===== config.mk =====
export PLATFORM = sky130hd
export DESIGN_NAME = ldpc_simd_cnu
export DESIGN_NICKNAME = d
export VERILOG_FILES = /design/src/rtl/ldpc_simd_cnu.sv
export SDC_FILE = /design/constraint.sdc
export NUM_CORES = 1
export LEC_CHECK = 0
export ABC_CLOCK_PERIOD_IN_PS = 5900
export BUFFER_PORTS_ARGS = -buffer_cell sky130_fd_sc_hd__buf_2
export CORE_ASPECT_RATIO = 0.75
export CORE_UTILIZATION = 55
export CTS_BUF_LIST = sky130_fd_sc_hd__clkbuf_4
export DETAILED_ROUTE_END_ITERATION = 8
export GPL_ROUTABILITY_DRIVEN = 0
export PLACE_DENSITY = 0.77
export SLEW_MARGIN = 10
export SYNTH_ARGS = -nofsm -noshare
export SYNTH_HDL_FRONTEND = slang
export SYNTH_SLANG_ARGS = --single-unit

===== constraint.sdc =====
create_clock -name clk_i -period 5.9 [get_ports clk_i]
set_clock_uncertainty 0.05 [all_clocks]
set_input_delay 1.18 -clock clk_i [delete_from_list [all_inputs] [get_ports clk_i]]
set_output_delay 1.18 -clock clk_i [all_outputs]
set_load 0.05 [all_outputs]

===== src/rtl/ldpc_simd_cnu.sv =====
`default_nettype none
// ============================================================================
//  Module      : ldpc_simd_cnu
//  Description : SIMD lane unit for min-sum LDPC decoding. Provides lane
//                MIN / SUBSAT / ADDSAT / ADDSATMIN ops with symmetric
//                saturation, plus a per-lane check-node accumulator
//                (min1 / min2 / sign-product) with CN_ACC and CN_OUT ops.
//                Single registered output stage with valid/ready on both
//                sides.
//  Revision    : 1.0 - initial release
// ============================================================================
module ldpc_simd_cnu #(
    parameter int XLEN    = 64,
    parameter int Q       = 8,
    parameter int SAT_MAX = 63
) (
    input  logic            clk_i,
    input  logic            rst_ni,
    input  logic            flush_i,
    input  logic            valid_i,
    output logic            ready_o,
    input  logic [2:0]      op_i,
    input  logic            first_i,
    input  logic [XLEN-1:0] operand_a_i,
    input  logic [XLEN-1:0] operand_b_i,
    input  logic [XLEN-1:0] operand_c_i,
    output logic            valid_o,
    input  logic            ready_i,
    output logic [XLEN-1:0] result_o,
    output logic            acc_valid_o
);

    localparam int SIMD = XLEN / Q;

    localparam logic [2:0] OP_MIN       = 3'd0;
    localparam logic [2:0] OP_SUBSAT    = 3'd1;
    localparam logic [2:0] OP_ADDSAT    = 3'd2;
    localparam logic [2:0] OP_ADDSATMIN = 3'd3;
    localparam logic [2:0] OP_CN_ACC    = 3'd4;
    localparam logic [2:0] OP_CN_OUT    = 3'd5;

    // Saturation bounds, both on the Q+1-bit intermediate and the Q-bit lane.
    localparam logic signed [Q:0] SAT_P   = (Q+1)'(SAT_MAX);
    localparam logic signed [Q:0] SAT_N   = (Q+1)'(-SAT_MAX);
    localparam logic [Q-1:0]      SAT_P_Q = Q'(SAT_MAX);
    localparam logic [Q-1:0]      SAT_N_Q = Q'(-SAT_MAX);

    logic            accept;
    logic            acc_valid;
    logic            acc_restart;
    logic            acc_update;
    logic [XLEN-1:0] lane_res;

    // Flush wins over a same-cycle request: the request is simply not taken.
    assign ready_o     = ~valid_o | ready_i;
    assign accept      = valid_i & ready_o & ~flush_i;
    assign acc_valid_o = acc_valid;
    assign acc_restart = first_i | ~acc_valid;
    assign acc_update  = accept & (op_i == OP_CN_ACC);

    for (genvar g = 0; g < SIMD; g++) begin : g_lane
        logic [Q-1:0]      a, b, c;
        logic signed [Q:0] ax, bx, cx;
        logic signed [Q:0] sum, diff, sum_sat, a_abs;
        logic [Q-1:0]      m, mag, res;
        logic [Q-1:0]      min1, min2, min1_nx, min2_nx;
        logic              sgn, sgn_nx, s_out;

        assign a  = operand_a_i[g*Q +: Q];
        assign b  = operand_b_i[g*Q +: Q];
        assign c  = operand_c_i[g*Q +: Q];
        assign ax = {a[Q-1], a};
        assign bx = {b[Q-1], b};
        assign cx = {c[Q-1], c};

        // Lane arithmetic, accumulator next-state and lane result selection.
        always_comb begin
            sum     = ax + bx;
            diff    = ax - bx;
            sum_sat = (sum > SAT_P) ? SAT_P : ((sum < SAT_N) ? SAT_N : sum);
            // |a| fits in Q+1 bits even for the most negative code.
            a_abs   = a[Q-1] ? -ax : ax;
            m       = (a_abs > SAT_P) ? SAT_P_Q : a_abs[Q-1:0];

            min1_nx = min1;
            min2_nx = min2;
            sgn_nx  = sgn;
            if (acc_restart) begin
                min1_nx = m;
                min2_nx = SAT_P_Q;
                sgn_nx  = a[Q-1];
            end else begin
                if (m < min1) begin
                    min2_nx = min1;
                    min1_nx = m;
                end else if (m < min2) begin
                    min2_nx = m;
                end
                sgn_nx = sgn ^ a[Q-1];
            end

            // Extrinsic magnitude: exclude this edge's own contribution.
            mag   = (m == min1) ? min2 : min1;
            s_out = sgn ^ a[Q-1];

            res = '0;
            case (op_i)
                OP_MIN:       res = (ax >= bx) ? b : a;
                OP_SUBSAT:    res = (diff > SAT_P) ? SAT_P_Q :
                                    ((diff < SAT_N) ? SAT_N_Q : diff[Q-1:0]);
                OP_ADDSAT:    res = sum_sat[Q-1:0];
                OP_ADDSATMIN: res = (cx < sum_sat) ? c : sum_sat[Q-1:0];
                OP_CN_ACC:    res = min1_nx;
                OP_CN_OUT:    res = s_out ? -mag : mag;
                default:      res = '0;
            endcase
        end

        // Per-lane accumulator state; only an accepted CN_ACC moves it.
        always_ff @(posedge clk_i or negedge rst_ni) begin
            if (!rst_ni) begin
                min1 <= SAT_P_Q;
                min2 <= SAT_P_Q;
                sgn  <= 1'b0;
            end else if (flush_i) begin
                min1 <= SAT_P_Q;
                min2 <= SAT_P_Q;
                sgn  <= 1'b0;
            end else if (acc_update) begin
                min1 <= min1_nx;
                min2 <= min2_nx;
                sgn  <= sgn_nx;
            end
        end

        assign lane_res[g*Q +: Q] = res;
    end

    // Accumulator occupancy flag.
    always_ff @(posedge clk_i or negedge rst_ni) begin
        if (!rst_ni) begin
            acc_valid <= 1'b0;
        end else if (flush_i) begin
            acc_valid <= 1'b0;
        end else if (acc_update) begin
            acc_valid <= 1'b1;
        end
    end

    // Output register: load on accept, retire on consumer ready.
    always_ff @(posedge clk_i or negedge rst_ni) begin
        if (!rst_ni) begin
            valid_o  <= 1'b0;
            result_o <= '0;
        end else if (flush_i) begin
            valid_o  <= 1'b0;
        end else if (accept) begin
            valid_o  <= 1'b1;
            result_o <= lane_res;
        end else if (ready_i) begin
            valid_o  <= 1'b0;
        end
    end

endmodule
`default_nettype wire

==> flow_metrics.py <==
metrics = {
    "outcome": {
        "status": "completed",
    },
    "power_and_ir_drop": {
        "power_density_mw_per_mm2": 193,
        "total_leakage_power_nw": 15.7,
        "finalPower_w": 0.00656,
        "ir_worst_vdd_v": 0.000164,
    },
    "finish": {
        "post-route-util_pct": 63.9,
        "drive_gt1_share_pct": 18.4,
        "final_cell_count_no_fill": 5037,
        "syn2layout_area_growth_pct": 14.2,
        "fillCellCount": 4700,
        "layout.nets": 4809,
    },
    "critical_path": {
        "worst-path-max-fanout": 7,
        "startpoint": "operand_a_i[56]",
        "critPathCapture": "result_o[63]",
        "cp.arrival_ns": 6.08,
        "rr_worst_depth": 9,
        "critical_path_buf_inv_count": 2,
        "r2r_slack_ns": 2.09,
        "setup.worst_path.start_class": "input port",
        "r2r-end": "result_o[2]",
        "critPathTopFamily": "simple AND/OR/NAND/NOR gates",
        "crit_top_cell": "nand2_1",
        "cp.depth": 23,
        "critPathSlowestCell": "or3_1",
        "critPathKind": "in -> reg",
        "crit_required_ns": 6.47,
        "crit_path_max_incr_delay_ns": 0.42,
        "reg2reg_from": "valid_o",
        "crit_path_end_kind": "register",
        "cp_cell_sequence": "buf_2 > ha_1 > fa_1 > nand2b_1 > a2111oi_2 > or3_1 > nor3_1 > a21oi_1 > o32ai_1 > nand2_1 > ha_1 > inv_1 > nand2_1 > nand2_1 > ha_1 > nand2_1 > nor3_1 > nand2_1 > a2111o_1 > and3_1 > mux2_4 > mux2i_1 > a221o_1",
    },
    "routing": {
        "routedWlPerCell_um": 21.6,
        "routed_wl_mm": 109,
        "drtIter0Drc": 4550,
        "vias": 33400,
        "ant_nets": 0,
        "via_per_inst": 6.63,
        "route.detailed.drc": 0,
        "drt_pass1_iterations": 9,
    },
    "global_routing": {
        "grt_max_degree": 90,
        "grt-ovfl-total": 0,
        "grt_pass1_vias": 30100,
        "grt_use_total_pct": 38.1,
        "grt_pass1_wl_mm": 168,
        "antenna_found_initial": 31,
    },
    "timing": {
        "whs_ns": 0.407,
        "period_needed_ns": 5.51,
        "setup_tns_ns": 0,
        "worst_slew_pin_slew_ns": 1.15,
        "slew_headroom_pct": 22.9,
        "period_share_pct": 93.4,
        "setup_viol": 0,
        "rsz0062_at_grt": "false",
        "hold_viol": 0,
        "slew_violations": 0,
        "maxClockFrequency_ghz": 0.181,
    },
    "cts": {
        "clock_latency_ns": 0.80,
        "clk_path_buf_depth": 3,
        "cts_made_buffers": 55,
        "cts.sinks": 202,
        "postCtsSetupRepairBufs": 0,
        "clkTransAtPathRegs_ns": 0.06,
        "cts_tree": "done",
        "root_buffer": "clkbuf_4",
        "ctsResizeCount": 0,
        "postCtsHoldBufs": 0,
        "ctsHtreeMaxLevel": 2,
    },
    "synth": {
        "synth_top_flop_cell": "dfrtp_1",
        "synth.cell_area_mm2": 0.0298,
        "synth_fa_ha_area_share_pct": 15.2,
        "async_reset_ff_share_pct": 100,
        "synth_edf_count": 0,
        "synth.distinct_cells": 102,
        "synth-seq-cells": 202,
        "synth_largest_area_cell": "ha_1",
        "synth.avg_cell_area_um2": 7.75,
        "ys_seq_area_share_pct": 17.4,
        "synthXorXnorAreaFrac_pct": 5.06,
        "yosys-top-cells-area": "ha_1 (14%), dfrtp_1 (8.9%), dfstp_2 (8.5%)",
        "syn_inst": 3847,
        "synth_top_area_share_pct": 14.1,
        "synth_compound_area_share_pct": 29.6,
        "muxShareOfSynthArea_pct": 6.94,
        "synth_top_family_by_area": "compound AO/OA/AOI/OAI gates",
        "yosysWarnings": 0,
        "synth_simple_gate_area_share_pct": 19.3,
    },
    "floorplan": {
        "die_h_um": 204,
        "ios": 268,
        "rows": 73,
        "die_area_mm2": 0.0551,
        "initial_utilization_pct": 56.0,
        "die_w_um": 271,
        "core_mm2": 0.0532,
    },
    "placed_design": {
        "dp_cells": 4910,
        "hpwl_mm": 84.7,
        "port-buffer-count": 267,
    },
    "hold_path": {
        "hold_class": "in -> async",
    },
    "job": {
        "drv_cap": 0,
    },
}
worst reg2reg max path, delay by kind of cell, from the launching register on:
kind | cells | cell delay, ns
and+or+nand+nor | 4 | 2.14
AOI/OAI and AO/OA | 4 | 0.93
DFF | 1 | 0.38
buffers and inverters | 1 | 0.23
metrics by stage:
step	worst slack, ns	instance area (µm²)
2_1_floorplan	0.0161	29900
3_3_place_gp	-0.215	33200
3_5_place_dp	-0.262	33200
4_1_cts	0.488	34000
5_1_grt	0.169	34000
6_report	0.387	34000
cell usage after synthesis (66+ instances only):
library cell    n
a21oi_1       255
a31oi_1        69
clkbuf_1      135
dfrtp_1       106
dfstp_2        96
ha_1          337
inv_1         332
mux2i_1       168
nand2_1       245
nand2b_1       66
nand3_1        72
nor2_1        328
nor3_1        107
o211ai_1       82
o21ai_0       196
xnor2_1       120
routing by layer:
layer	GRT usage [%]	up-vias	wire length, µm
met5	0	-	98
met4	15.5	14	4730
met3	10.6	332	15500
met2	51.7	2248	42500
met1	55.8	15500	46100
li1	-	15300	-
report_power, final:
group | total, W | switching [W] | internal (W)
logic | 0.00356 | 0.00223 | 0.00133
clock network | 0.00142 | 0.000710 | 0.000708
registers | 0.00158 | 0.000104 | 0.00148
sequential cells by signal, indices dropped and copies added (netlist names):
signal	cells
g_lane.min1	64
g_lane.min2	64
result_o	64
g_lane.sgn	8
acc_valid_o	1
valid_o	1
worst min path at each step:
stage	slack (ns)	depth (start not counted)	to	start
finish	0.41	1	result_o[50]	rst_ni
global route	0.43	1	result_o[50]	rst_ni
CTS	0.40	1	result_o[50]	rst_ni
detailed placement	0.43	1	result_o[44]	result_o[44]
global placement	0.42	1	result_o[44]	result_o[44]
floorplan	0.41	2	g_lane[2].min2[6]	g_lane[2].min2[6]
kinds of logic (layout without fill, tap and decap cells):
kind of cell               count (synthesis)  count (layout)
xor gates and xnor gates                 172             172
adders and majority gates                353             353
buffers and inverters                    505             929
and+or+nand+nor                         1155            1155
other                                      1              55
AOI/OAI and AO/OA                       1259            1259
DFF                                      202             202
muxes                                    200             200
final cells by class:
class / count / area, µm² / area share [%]
clock inverter: 33 / 225 / 0.662
tap: 712 / 891 / 2.62
antenna: 23 / 57.6 / 0.169
multi-input combinational: 3171 / 22900 / 67.2
timing repair buffer: 488 / 3010 / 8.83
sequential: 202 / 5170 / 15.2
inverter: 337 / 1260 / 3.72
clock buffer: 71 / 533 / 1.57
cell usage in the layout, fill, tap and decap left out, types with 27 or more instances in the layout:
master	n
o21ai_0	196
xor2_1	52
nand3_1	72
buf_2	266
ha_1	337
nor3_1	106
xnor2_1	120
nor2b_1	54
nand4_1	58
buf_4	221
o31ai_1	45
mux2i_1	168
nor4_1	31
clkbuf_4	71
nand2_1	244
a31oi_1	69
nand2b_1	66
o22a_1	49
a21o_1	51
a22oi_1	31
o21a_1	44
o22ai_1	42
mux2_2	27
a21oi_1	254
nor2_1	321
o221ai_1	29
dfrtp_1	106
inv_1	332
o211ai_1	82
conb_1	32
a211oi_1	46
dfstp_2	96
No activity file was read; power rests on OpenSTA's default activity.
